==> src/rtl/fpr_pkg.sv <==
// fpr_pkg: shared constants, state encoding and unpacked-float type for the fpr add/sub unit
package fpr_pkg;
  localparam int EXP_W = 8;
  localparam int FRAC_W = 23;
  localparam int GRS_W = 3;
  localparam int SIG_W = 1 + FRAC_W + GRS_W;
  localparam int CNT_W = $clog2(SIG_W);
  localparam int BIAS = 127;
  localparam logic [31:0] QNAN = 32'h7FC00000;
  localparam logic [31:0] INF = 32'h7F800000;
  typedef logic signed [EXP_W+1:0] exp_t;
  localparam exp_t EMAX = exp_t'((1 << EXP_W) - 1);
  typedef enum logic [2:0] {IDLE, UNPACK, ALIGN, ADD, NORM, ROUND, DONE} state_t;
  typedef struct packed {
    logic sign;
    logic [EXP_W-1:0] exp;
    logic [SIG_W-1:0] sig;
  } ufloat_t;
endpackage

==> src/rtl/fpr_unpack_class.sv <==
// fpr_unpack_class: splits a single-precision word and classifies it; denormals read as zero
module fpr_unpack_class
  import fpr_pkg::*;
(
  input  logic [31:0] w,
  output ufloat_t     u,
  output logic        is_zero,
  output logic        is_inf,
  output logic        is_nan
);
  logic [EXP_W-1:0] e;
  assign e = w[30:FRAC_W];
  assign is_zero = e == '0;
  assign is_inf = &e && w[FRAC_W-1:0] == '0;
  assign is_nan = &e && |w[FRAC_W-1:0];
  assign u = {w[31], e, 1'b1, w[FRAC_W-1:0], {GRS_W{1'b0}}};
endmodule

==> src/rtl/fpr_addsub_seq.sv <==
// fpr_addsub_seq: handshaked multi-cycle single-precision add/subtract
// with one-bit-per-cycle alignment and normalisation shifters.
module fpr_addsub_seq
  import fpr_pkg::*;
(
  input  logic        clk,
  input  logic        rst_n,
  input  logic        in_valid,
  output logic        in_ready,
  input  logic [31:0] a,
  input  logic [31:0] b,
  input  logic        adsb,
  output logic        out_valid,
  input  logic        out_ready,
  output logic [31:0] C,
  output logic        busy
);
  state_t state, nxt;
  logic [31:0] a_q, b_q, c_q;
  logic op_q, sa, same;
  exp_t e;
  logic [SIG_W-1:0] sig_a, sig_b;
  logic [SIG_W:0] acc, sum, nacc;
  logic [CNT_W-1:0] cnt, d;
  ufloat_t ua, ubr, ub, hi, lo;
  logic za, ia, na, zb, ib, nb, sb, spec;
  logic [31:0] spec_w, rnd_w;
  logic [EXP_W-1:0] diff;
  logic up;
  logic [FRAC_W+1:0] m;
  exp_t re;
  logic [FRAC_W-1:0] frac;

  fpr_unpack_class u_a (.w(a_q), .u(ua), .is_zero(za), .is_inf(ia), .is_nan(na));
  fpr_unpack_class u_b (.w(b_q), .u(ubr), .is_zero(zb), .is_inf(ib), .is_nan(nb));

  assign sb = ubr.sign ^ op_q;
  assign ub = {sb, ubr.exp, ubr.sig};
  assign hi = b_q[30:0] > a_q[30:0] ? ub : ua;
  assign lo = b_q[30:0] > a_q[30:0] ? ua : ub;
  assign diff = hi.exp - lo.exp;
  assign d = diff > EXP_W'(SIG_W - 1) ? CNT_W'(SIG_W - 1) : diff[CNT_W-1:0];
  assign spec = na | nb | ia | ib | za | zb;
  assign spec_w = na || nb ? QNAN :
                  ia && ib && ua.sign != sb ? QNAN :
                  ia ? a_q :
                  ib ? {sb, b_q[30:0]} :
                  za && zb ? {ua.sign & sb, 31'b0} :
                  za ? {sb, b_q[30:0]} : a_q;

  assign sum = same ? {1'b0, sig_a} + {1'b0, sig_b} : {1'b0, sig_a} - {1'b0, sig_b};
  // a carry shifts right once keeping sticky; otherwise walk the hidden bit up
  assign nacc = acc[SIG_W] ? {1'b0, acc[SIG_W:2], |acc[1:0]} : {acc[SIG_W-1:0], 1'b0};

  assign up = acc[2] & (acc[1] | acc[0] | acc[GRS_W]);
  assign m = {1'b0, acc[SIG_W-1:GRS_W]} + (FRAC_W+2)'(up);
  assign re = e + exp_t'(m[FRAC_W+1]);
  assign frac = m[FRAC_W+1] ? m[FRAC_W:1] : m[FRAC_W-1:0];
  assign rnd_w = acc == '0 ? 32'h0 :
                 re >= EMAX ? {sa, INF[30:0]} :
                 re <= exp_t'(0) ? {sa, 31'b0} : {sa, re[EXP_W-1:0], frac};

  assign in_ready = state == IDLE;
  assign busy = state != IDLE;
  assign out_valid = state == DONE;
  assign C = c_q;

  always_comb begin
    nxt = state;
    case (state)
      IDLE:    nxt = in_valid ? UNPACK : IDLE;
      UNPACK:  nxt = spec ? DONE : d == '0 ? ADD : ALIGN;
      ALIGN:   nxt = cnt == CNT_W'(1) ? ADD : ALIGN;
      ADD:     nxt = sum == '0 || (!sum[SIG_W] && sum[SIG_W-1]) ? ROUND : NORM;
      NORM:    nxt = nacc[SIG_W-1] ? ROUND : NORM;
      ROUND:   nxt = DONE;
      DONE:    nxt = out_ready ? IDLE : DONE;
      default: nxt = IDLE;
    endcase
  end

  always_ff @(posedge clk or negedge rst_n) begin
    if (!rst_n) begin
      state <= IDLE;
      a_q <= '0;
      b_q <= '0;
      op_q <= 1'b0;
      c_q <= '0;
      sa <= 1'b0;
      same <= 1'b0;
      e <= '0;
      sig_a <= '0;
      sig_b <= '0;
      acc <= '0;
      cnt <= '0;
    end else begin
      state <= nxt;
      case (state)
        IDLE: if (in_valid) begin
          a_q <= a;
          b_q <= b;
          op_q <= adsb;
        end
        UNPACK: begin
          sa <= hi.sign;
          same <= hi.sign == lo.sign;
          e <= exp_t'({2'b00, hi.exp});
          sig_a <= hi.sig;
          sig_b <= lo.sig;
          cnt <= d;
          if (spec) c_q <= spec_w;
        end
        ALIGN: begin
          sig_b <= {1'b0, sig_b[SIG_W-1:2], |sig_b[1:0]};
          cnt <= cnt - CNT_W'(1);
        end
        ADD: acc <= sum;
        NORM: begin
          acc <= nacc;
          e <= acc[SIG_W] ? e + exp_t'(1) : e - exp_t'(1);
        end
        ROUND: c_q <= rnd_w;
        default: ;
      endcase
    end
  end
endmodule

==> config.mk <==
export PLATFORM = sky130hd
export DESIGN_NAME = fpr_addsub_seq
export DESIGN_NICKNAME = d
export VERILOG_FILES = /design/src/rtl/fpr_pkg.sv /design/src/rtl/fpr_unpack_class.sv /design/src/rtl/fpr_addsub_seq.sv
export SDC_FILE = /design/constraint.sdc
export NUM_CORES = 1
export LEC_CHECK = 0
export ABC_AREA = 1
export BUFFER_PORTS_ARGS = -buffer_cell sky130_fd_sc_hd__buf_4
export CORE_ASPECT_RATIO = 1.5
export CORE_MARGIN = 3
export CORE_UTILIZATION = 56
export DETAILED_ROUTE_END_ITERATION = 10
export GPL_TIMING_DRIVEN = 0
export PLACE_DENSITY = 0.78
export SLEW_MARGIN = 40
export SYNTH_ARGS = -nofsm -noshare
export SYNTH_HDL_FRONTEND = slang
export SYNTH_HIERARCHICAL = 1
export SYNTH_SLANG_ARGS = --single-unit
==> constraint.sdc <==
create_clock -name clk -period 3.8 [get_ports clk]
set_input_delay 0.57 -clock clk [delete_from_list [all_inputs] [get_ports clk]]
set_output_delay 0.57 -clock clk [all_outputs]
set_load 0.05 [all_outputs]
==> reports/qor.csv, run 1 <==
stage;metric;value;unit
clock_network;numClockSinks;199;
clock_network;path_clk_slew;0.07;ns
critical_path;r2r_cells;25;
drt;antenna_left;0;
floorplanning;core-area;0.0261;mm²
critical_path;path_max_fanout;7;
logic_synthesis;synth_area_per_cell;7.45;µm²
placed_design;place_inst;2465;
critical_path;crit_type;register to register;
timing;worstMarginPinSlew;0.868;ns
logic_synthesis;synth.lib_cells_used.distinct;58;
placed_design;place.gp.congestion;1.04;
global_route;grt_pass1_wl;76.9;mm
run_status;violations;hold timing, setup timing;
timing;finalSetupViolations;32;
placed_design;io_buffers;103;
drt;avgRoutedWirePerCell;20.0;µm
logic_synthesis;syn_area;0.0151;mm²
floorplanning;start_util;57.6;%
logic_synthesis;seq_area_frac_synth;33.1;%
floorplanning;die_h;207;µm
floorplanning;ioPinCount;104;
layout;n_antenna_cell;0;
timing;max_freq;245;MHz
drt;drt_iter0_drc;1321;
global_route;grt_overflow_total;0;
global_route;grt_usage;34.0;%
clock_network;cts-root-buf;clkbuf_16;
timing;relSlewSlack;41.7;%
drt;vias;15100;
floorplanning;die-width;140;µm
global_route;grt_pass1_vias;14300;
timing;tns;-4.57;ns
timing;final.min_clock_period;4.08;ns
job;drv_cap;0;
layout;syn_to_final_growth;20.0;%
timing;hold_viol;1;
layout;layout-drive-gt1-share;20.8;%
critical_path;arrival;4.39;ns
logic_synthesis;synth_edf_count;0;
drt;vias_per_cell;5.92;
layout;fin_util;69.1;%
timing;maxSlewViolCount;0;
layout;multi_input_area;0.00914;mm²
global_route;grt_max_degree;57;
clock_network;cts_tree;done;
layout;fill_cells;2171;
logic_synthesis;synth_top_area_share;33.1;%
timing;rsz0062_at_grt;true;
global_route;antenna_found_initial;1;
logic_synthesis;ys.flop_type;dfrtp_1;
run_status;status;complete, but fails checks;
critical_path;required;4.11;ns
floorplanning;design.die.area;0.0289;mm²
worst_hold_path;hp-class;primary input to asynchronous set/reset pin;
drt;drt_wl_total;50.8;mm
timing;clock_skew;0.00811;ns
logic_synthesis;ys_ff_latch;199;
logic_synthesis;syn_inst;2022;
clock_network;clock_path_buffers;2;
clock_network;cts_buffers;17;
timing;period_share;107;%
logic_synthesis;synth_area_leader_cell;dfrtp_1;
logic_synthesis;synth.area.top_cells;dfrtp_1 33%, nand2_1 9.9%, ha_1 6.1%;
placed_design;hpwl;39.3;mm
clock_network;htree_levels;4;
floorplanning;rows;72;
layout;area.sequential;0.00498;mm²
drt;dr.pass1.iters;5;
critical_path;crit_path_end_kind;register;
logic_synthesis;yosysWarningCount;6;
timing;setup_ws;-0.285;ns
drt;drc;0;
critical_path;worstSetupStartpointType;register;
logic_synthesis;yosysMostFrequentCell;nand2_1;
timing;whs;-0.000979;ns
logic_synthesis;synth.top_cells.by_count;398 x nand2_1, 237 x nor2_1, 204 x inv_1, 199 x dfrtp_1, 144 x o21ai_0;
clock_network;insertion_delay;0.46;ns
logic_synthesis;synth_async_sr_flop_share;100;%
layout;layout.nets;2345;
layout;fin_cells;2546;
-- cell families after synthesis --
group | share of synthesized area (%)
AO/OA/AOI/OAI | 16.2
XOR/XNOR | 4.77
adder cells (fa/ha/maj) | 6.41
buffers and inverters | 11.0
flip-flops | 33.1
multiplexers | 4.20
other | 0.0997
AND/OR/NAND/NOR | 24.3
-- worst max-delay path, cell delays in order, from the launching register on --
cell and delay [ns]:
dfrtp_1 0.39, nand2_2 0.09, inv_2 0.08, ha_4 0.13, nand4_1 0.13, nor3_2 0.25
nand3_2 0.14, nor2_4 0.13, inv_2 0.06, nor2_4 0.11, nand4_4 0.12, nor2_4 0.19
ha_4 0.17, nand3_1 0.10, nand3b_1 0.24, nor2_1 0.18, nand2_1 0.12, xor2_2 0.20
nand4_1 0.19, nor2_4 0.20, nor2_4 0.06, nand2_4 0.10, buf_12 0.13, clkinv_8 0.07
o211ai_1 0.17, a31oi_1 0.15
-- per-stage QoR --
| stage | cell area (µm²) | worst slack (ns) | hold WS, ns |
|---|---|---|---|
| 6_report | 18100 | -0.285 | -0.000979 |
| 5_1_grt | 18100 | -0.473 | 0.0188 |
| 4_1_cts | 17400 | -0.357 | 0.0110 |
| 3_5_place_dp | 16400 | -1.04 | 0.478 |
| 3_3_place_gp | 16300 | -0.973 | 0.474 |
| 2_1_floorplan | 15100 | 0.0145 | 0.274 |
-- state kept, by name, summed over array words and instances, names as in the netlist --
signal / cells
C: 32
a_q: 32
acc: 28
b_q: 32
cnt: 5
e: 10
op_q: 1
sa: 1
same: 1
sig_a: 27
sig_b: 27
state: 3
-- cells in the final DEF (no fill, tap or decap), types with 25 or more instances in the layout --
cell type  count
a21oi_1       93
a31oi_1       30
buf_4        216
clkbuf_1      56
dfrtp_1      199
ha_1          65
inv_1        196
mux2_2        33
mux2i_1       26
nand2_1      378
nand2_2       25
nand3_1       69
nand4_1       29
nor2_1       229
o211ai_1      32
o21ai_0      132
o221ai_1      50
xor2_1        60
-- final timing paths --
kind / startpoint / endpoint / slack [ns]
setup / recovery: acc[3]$_DFFE_PN0N_ / C[13]$_DFFE_PN0P_ / -0.28
hold / removal: rst_n / sig_b[20]$_DFFE_PN0P_ / -0.001
setup reg to reg: acc[3]$_DFFE_PN0N_ / C[13]$_DFFE_PN0P_ / -0.28
hold reg to reg: b_q[31]$_DFFE_PN0P_ / b_q[31]$_DFFE_PN0P_ / 0.51
max in group asynchronous: rst_n / b_q[27]$_DFFE_PN0P_ / 3.20
min in group clk: b[11] / b_q[11]$_DFFE_PN0P_ / 0.34
-- routing by layer --
| layer | wire (µm) | track usage (%) | up-vias |
|---|---|---|---|
| met1 | 19600 | 40.7 | 7144 |
| li1 | - | - | 7101 |
| met5 | 0 | 0 | - |
| met2 | 24800 | 59.1 | 664 |
| met3 | 3160 | 4.63 | 168 |
| met4 | 3290 | 18.9 | 0 |
-- cell type report --
class / instances / area share, %
buffer: 143 / 4.60
clock buffer: 18 / 2.38
clock inverter: 14 / 0.790
inverter: 217 / 4.65
multi-input combinational: 1466 / 50.6
sequential: 199 / 27.6
tap: 333 / 2.31
timing repair buffer: 155 / 7.01
timing repair inverter: 1 / 0.0900
-- repair_timing --
item	CTS	global route
setup buffers	31	18
pin swaps	38	53
resized for setup	60	113
cloned	0	1
setup endpoints to repair	37	40
hold buffers	0	0
Power of run 1 is left out: the tool's default activity adds up to more than one toggle a clock period on the data nets, which glitch-free logic cannot reach.
==> inputs of run 2 (changes only) <==
--- a/config.mk
+++ b/config.mk
@@ -16,5 +16,4 @@
 export SLEW_MARGIN = 40
 export SYNTH_ARGS = -nofsm -noshare
 export SYNTH_HDL_FRONTEND = slang
-export SYNTH_HIERARCHICAL = 1
 export SYNTH_SLANG_ARGS = --single-unit
==> run 2 against run 1 <==
  * The flow finishes with violations (DRC, hold timing, setup timing)
  * Utilization up 2.1 points
  * Register-to-register slack worse by 0.33 ns
  * Non-clock buffer count down 35
  * Design area down 5.7%
  * Synthesized cell count down 8.1%
  * Global-route usage up 2.4 points
  * Flip-flop and latch count down 3
  * Synthesized area down 8.9%
  * Hold slack worse by 0.0047 ns
  * Count of clock-buffer cells in the layout up 1
==> reports/qor.csv, run 2 <==
stage;metric;value;unit
run_status;status;complete, but fails checks;
run_status;violations;DRC, hold timing, setup timing;
timing;whs;-0.00570;ns
timing;hold_viol;3;
layout;layout.nets;2212;
clock_network;cts_tree;done;
global_route;grt_max_degree;62;
logic_synthesis;syn_area;0.0137;mm²
drt;routed.top_layer;met4;
placed_design;place.gp.congestion;0.997;
logic_synthesis;synth.top_cells.by_count;350 x nand2_1, 221 x inv_1, 213 x nor2_1, 196 x dfrtp_1, 152 x o21ai_0;
global_route;antenna_found_initial;0;
layout;fill_cells;1854;
layout;layout-drive-gt1-share;19.2;%
global_route;grt_overflow_total;0;
floorplanning;core-area;0.0239;mm²
clock_network;cts_buffers;17;
logic_synthesis;ys.flop_type;dfrtp_1;
drt;vias_per_cell;6.15;
placed_design;io_buffers;103;
global_route;grt_pass1_vias;13900;
floorplanning;die-width;134;µm
timing;maxSlewViolCount;0;
placed_design;hpwl;36.6;mm
timing;period_share;116;%
layout;most-common-layout-cells;334 x nand2_1, 213 x inv_1, 206 x nor2_1;
floorplanning;rows;69;
floorplanning;design.die.area;0.0265;mm²
drt;drt_iter0_drc;1703;
critical_path;arrival;4.79;ns
logic_synthesis;synth.area.top_cells;dfrtp_1 36%, nand2_1 9.6%, ha_1 6.6%;
clock_network;htree_levels;4;
critical_path;crit_type;register to register;
critical_path;critical-path-slowest-cell;dfrtp_1;
critical_path;crit_top_cell;nand3_2;
timing;worstMarginPinSlew;0.867;ns
critical_path;slowest_delay;0.37;ns
floorplanning;start_util;57.4;%
global_route;grt_usage;36.4;%
timing;final.min_clock_period;4.41;ns
clock_network;clock_path_buffers;2;
drt;dr.pass1.iters;11;
logic_synthesis;synth_area_leader_cell;dfrtp_1;
logic_synthesis;yosysMostFrequentCell;nand2_1;
logic_synthesis;yosysWarningCount;0;
critical_path;path_max_fanout;6;
drt;drt_wl_total;50.0;mm
logic_synthesis;syn_inst;1859;
critical_path;worstSetupStartpointType;register;
layout;syn_to_final_growth;24.2;%
timing;rsz0062_at_grt;true;
drt;drc;3;
clock_network;hold_buffers;0;
worst_hold_path;hp-class;primary input to asynchronous set/reset pin;
logic_synthesis;ys_ff_latch;196;
layout;n_antenna_cell;0;
layout;final_common_cell;nand2_1;
critical_path;required;4.18;ns
timing;finalSetupViolations;35;
drt;wl_met2;24.0;mm
logic_synthesis;seq_area_frac_synth;35.7;%
critical_path;startpoint;acc[3]$_DFFE_PN0N_;
floorplanning;die_h;198;µm
logic_synthesis;syn_nets;2002;
critical_path;reg2reg_slack;-0.61;ns
job;drv_cap;0;
clock_network;insertion_delay;0.46;ns
critical_path;cp_top_family;simple AND/OR/NAND/NOR gates;
floorplanning;ioPinCount;104;
critical_path;crit_path_end_kind;register;
timing;clock_skew;0.0133;ns
drt;m1WireLength;18.0;mm
drt;route.met3.wl;4.23;mm
critical_path;cp_num_buf_inv;4;
drt;vias;14800;
timing;setup_ws;-0.613;ns
clock_network;path_clk_slew;0.08;ns
clock_network;cts-root-buf;clkbuf_16;
logic_synthesis;synth_async_sr_flop_share;100;%
logic_synthesis;synth.lib_cells_used.distinct;53;
clock_network;numClockSinks;196;
timing;relSlewSlack;41.7;%
global_route;grt_pass1_wl;74.7;mm
logic_synthesis;synth_area_per_cell;7.38;µm²
critical_path;rr_startpoint;acc[3]$_DFFE_PN0N_;
timing;max_freq;227;MHz
drt;avgRoutedWirePerCell;20.8;µm
drt;antenna_left;0;
logic_synthesis;synth_top_area_share;35.7;%
logic_synthesis;synth_edf_count;0;
-- run 2: path summary, 6_finish.rpt --
kind	cells after the start	end
worst max-delay path	30	C[20]$_DFFE_PN0P_
worst min-delay path	1	C[14]$_DFFE_PN0P_
worst max register to register	30	C[20]$_DFFE_PN0P_
worst min register to register	1	sig_a[26]$_DFFE_PN0P_
max in group asynchronous	3	b_q[16]$_DFFE_PN0P_
min in group clk	2	op_q$_DFFE_PN0P_
-- run 2: area by class of cell --
| cell class | instances | area [µm²] | share of cell area, % |
|---|---|---|---|
| clock inverter | 13 | 141 | 0.830 |
| clock buffer | 19 | 453 | 2.66 |
| buffer | 73 | 315 | 1.85 |
| timing repair buffer | 190 | 1540 | 9.02 |
| sequential | 196 | 4910 | 28.8 |
| tap | 319 | 399 | 2.34 |
| inverter | 233 | 880 | 5.16 |
| multi-input combinational | 1358 | 8410 | 49.3 |
-- run 2: repair_timing --
item / in CTS / in global routing
resized for setup: 100 / 85
setup buffers: 65 / 25
pin swaps: 53 / 71
gates cloned: 2 / 0
endpoints found under the setup margin: 44 / 45
-- run 2: metal layers --
layer / vias to the layer above / GRT usage [%]
li1: 6711 / -
met1: 6862 / 42.4
met2: 931 / 62.8
met3: 271 / 6.53
met4: 0 / 21.0
met5: - / 0
-- run 2: cell families after synthesis --
logic type               after synthesis  share of synthesized area, %
AND/OR/NAND/NOR                      757                          24.3
flip-flops                           196                          35.7
XOR/XNOR                              79                          5.04
multiplexers                           2                         0.164
adder cells (fa/ha/maj)               74                          6.86
AO/OA/AOI/OAI                        445                          19.3
buffers and inverters                306                          8.53
-- run 2: metrics by stage --
stage	std cells	utilization [%]	worst slack, ns	setup TNS (ns)	area, µm²
finish	2401	71.2	-0.613	-15.06	17000
global route	2401	71.2	-0.984	-27.54	17000
CTS	2382	69.0	-0.409	-10.34	16500
detailed placement	2284	62.7	-1.21	-29.31	15000
global placement	2281	62.3	-1.08	-23.81	14900
floorplan	1859	-	-0.0161	-0.0161	13700
-- run 2: worst reg2reg max path: cells and delay by family, from the launching register on --
kind / cells / cell delay (ns)
XOR/XNOR: 1 / 0.18
AO/OA/AOI/OAI: 2 / 0.37
AND/OR/NAND/NOR: 20 / 2.51
flip-flops: 1 / 0.37
buffers and inverters: 4 / 0.49
adder cells (fa/ha/maj): 3 / 0.44
Power of run 2 is left out for the same reason.
==> inputs of run 3 (changes only) <==
--- a/config.mk
+++ b/config.mk
@@ -5,7 +5,6 @@
 export SDC_FILE = /design/constraint.sdc
 export NUM_CORES = 1
 export LEC_CHECK = 0
-export ABC_AREA = 1
 export BUFFER_PORTS_ARGS = -buffer_cell sky130_fd_sc_hd__buf_4
 export CORE_ASPECT_RATIO = 1.5
 export CORE_MARGIN = 3
==> run 3 against run 2 <==
  * Utilization is 0.93 points higher
  * Via count is 7.1% lower
  * Critical path depth decreased by 14
  * Largest cell class unchanged
  * Register-to-register slack improved by 0.22 ns
  * Flip-flop and latch count did not move
  * Synthesized area is 1.8% lower
  * Die area decreased by 1.7%
  * The flow finishes with violations (setup timing)
  * Hold slack improved by 0.069 ns
  * Setup slack better by 0.22 ns
  * Count of clock-buffer cells in the layout increased by 1
  * Sequential share of layout area grew 0.50 points
  * Maximum frequency increased by 5.1%
==> reports/qor.csv, run 3 <==
stage;metric;value;unit
run_status;status;complete, but fails checks;
run_status;violations;setup timing;
layout;multi_input_area;0.00898;mm²
layout;fill_cells;1791;
placed_design;io_buffers;103;
logic_synthesis;syn_nets;1730;
timing;worstMarginPinSlew;0.861;ns
job;drv_cap;0;
clock_network;path_clk_slew;0.07;ns
clock_network;hold_buffers;0;
logic_synthesis;synth_area_per_cell;8.49;µm²
timing;clock_skew;0.0104;ns
clock_network;insertion_delay;0.45;ns
placed_design;place.gp.congestion;0.991;
logic_synthesis;yosysMostFrequentCell;dfrtp_1;
critical_path;required;4.18;ns
critical_path;cp_num_buf_inv;1;
logic_synthesis;synth_async_sr_flop_share;100;%
clock_network;cts_buffers;17;
drt;drt_iter0_drc;1277;
critical_path;cp_top_family;simple AND/OR/NAND/NOR gates;
timing;final.min_clock_period;4.20;ns
floorplanning;core-area;0.0233;mm²
logic_synthesis;synth_edf_count;0;
drt;antenna_left;0;
layout;area.sequential;0.00493;mm²
global_route;grt_pass1_wl;73.8;mm
placed_design;hpwl;36.6;mm
drt;vias;13700;
global_route;antenna_found_initial;0;
critical_path;slowest_delay;0.48;ns
clock_network;clock_path_buffers;2;
logic_synthesis;yosysWarningCount;0;
floorplanning;design.die.area;0.0260;mm²
layout;fin_cells;2094;
logic_synthesis;ys.flop_type;dfrtp_1;
layout;most-common-layout-cells;190 x nor2_1, 176 x dfrtp_1, 165 x buf_4;
floorplanning;die-width;133;µm
global_route;grt_pass1_vias;13500;
layout;n_antenna_cell;0;
logic_synthesis;synth.lib_cells_used.distinct;77;
clock_network;cts-root-buf;clkbuf_16;
clock_network;htree_levels;4;
clock_network;cts_tree;done;
layout;layout.nets;1913;
floorplanning;ioPinCount;104;
timing;maxSlewViolCount;0;
floorplanning;start_util;57.8;%
logic_synthesis;synth_top_area_share;36.4;%
placed_design;place_inst;2007;
critical_path;path_max_fanout;5;
logic_synthesis;synth.top_cells.by_count;196 x dfrtp_1, 195 x nor2_1, 154 x a21oi_1, 134 x o21ai_0, 131 x nand2_1;
global_route;grt_overflow_total;0;
worst_hold_path;hp-class;primary input to asynchronous set/reset pin;
timing;setup_ws;-0.398;ns
logic_synthesis;synth.area.top_cells;dfrtp_1 36%, ha_1 6.7%, a21oi_1 5.7%;
timing;max_freq;238;MHz
floorplanning;die_h;196;µm
critical_path;crit_type;register to register;
drt;avgRoutedWirePerCell;23.4;µm
critical_path;arrival;4.58;ns
critical_path;crit_path_end_kind;register;
drt;dr.pass1.iters;8;
timing;finalSetupViolations;16;
logic_synthesis;synth_area_leader_cell;dfrtp_1;
timing;relSlewSlack;42.6;%
clock_network;numClockSinks;196;
critical_path;critical-path-slowest-cell;a2111o_1;
logic_synthesis;seq_area_frac_synth;36.4;%
critical_path;worstSetupStartpointType;register;
drt;drt_wl_total;49.0;mm
layout;final_common_cell;nor2_1;
logic_synthesis;ys_ff_latch;196;
timing;period_share;110;%
timing;rsz0062_at_grt;true;
critical_path;worstPathCellList;or3_4 > nor3b_4 > buf_4 > a21oi_2 > xor2_1 > ha_1 > and2_4 > nand3b_1 > and3_4 > a2111o_1 > a311oi_4 > xor2_2 > a21bo_2 > nor4b_2 > o211ai_1 > o211ai_2;
drt;vias_per_cell;6.56;
layout;syn_to_final_growth;24.8;%
logic_synthesis;syn_area;0.0135;mm²
layout;layout-drive-gt1-share;23.3;%
global_route;grt_max_degree;77;
global_route;grt_usage;36.5;%
timing;hold_viol;0;
floorplanning;rows;68;
drt;drc;0;
logic_synthesis;syn_inst;1587;
[run 3: cell types whose count changed after synthesis, sizes merged, moves of 34 or more]
cell,before,now
inv,228,56
nand2,360,132
nand3,76,27
o221ai,54,20
xnor2,8,42
[run 3: layout make-up]
type	count	area share, %
Timing Repair Buffer	172	8.07
Sequential cell	196	29.3
Clock inverter	8	0.632
Clock buffer	20	2.60
Inverter	58	1.41
Multi-Input combinational cell	1240	53.3
Buffer	85	2.31
Tap cell	315	2.34
[run 3: through the flow]
step	setup slack [ns]	TNS [ns]	cell area (µm²)	util, %	hold slack, ns
5_1_grt	-0.551	-4.84	16800	72.2	0.0891
6_report	-0.398	-1.49	16800	72.2	0.0634
2_1_floorplan	-0.0320	-0.0320	13700	-	0.274
4_1_cts	-0.317	-1.02	16200	69.5	0.0759
3_3_place_gp	-0.939	-17.43	14800	63.6	0.457
3_5_place_dp	-0.939	-18.22	14900	63.9	0.462
[run 3: worst paths after layout]
kind                                        from                     to  slack, ns  cells after the start
max                         sig_b[5]$_DFFE_PN0P_     state[0]$_DFF_PN0_      -0.40                     16
min                                        rst_n      C[28]$_DFFE_PN0P_       0.06                      1
max reg2reg                 sig_b[5]$_DFFE_PN0P_     state[0]$_DFF_PN0_      -0.40                     16
min reg2reg                sig_a[13]$_DFFE_PN0P_  sig_a[13]$_DFFE_PN0P_       0.48                      2
max in group asynchronous                  rst_n     b_q[8]$_DFFE_PN0P_       2.95                      2
min in group clk                           a[25]    a_q[25]$_DFFE_PN0P_       0.32                      3
[run 3: logic make-up after synthesis]
group | count (synthesis) | share of synthesized area, %
mux | 68 | 5.38
fa+ha+maj | 74 | 6.98
buf+inv | 151 | 4.34
simple gates | 514 | 17.8
compound gates | 500 | 23.6
flops | 196 | 36.4
xor+xnor | 84 | 5.46
[run 3: layer usage]
layer / vias to the layer above / global-route usage, % / part of all wire [%]
met3: 242 / 5.26 / 5.5
li1: 6116 / - / -
met1: 6634 / 39.4 / 35
met5: - / 0 / 0
met2: 740 / 63.6 / 50
met4: 0 / 28.9 / 9.3
[run 3: worst register-to-register path: stages, from the launching register on]
cell,delay (ns)
dfrtp_1,0.40
or3_4,0.43
nor3b_4,0.28
buf_4,0.16
a21oi_2,0.04
xor2_1,0.16
ha_1,0.37
and2_4,0.17
nand3b_1,0.16
and3_4,0.20
a2111o_1,0.48
a311oi_4,0.31
xor2_2,0.18
a21bo_2,0.24
nor4b_2,0.22
o211ai_1,0.21
o211ai_2,0.12
[run 3: timing repair]
action / 4_1_cts / 5_1_grt
setup buffers: 37 / 30
pin swaps: 34 / 41
endpoints found under the setup margin: 47 / 56
cloned: 1 / 0
gates resized for setup: 99 / 95
Power of run 3 is left out for the same reason.
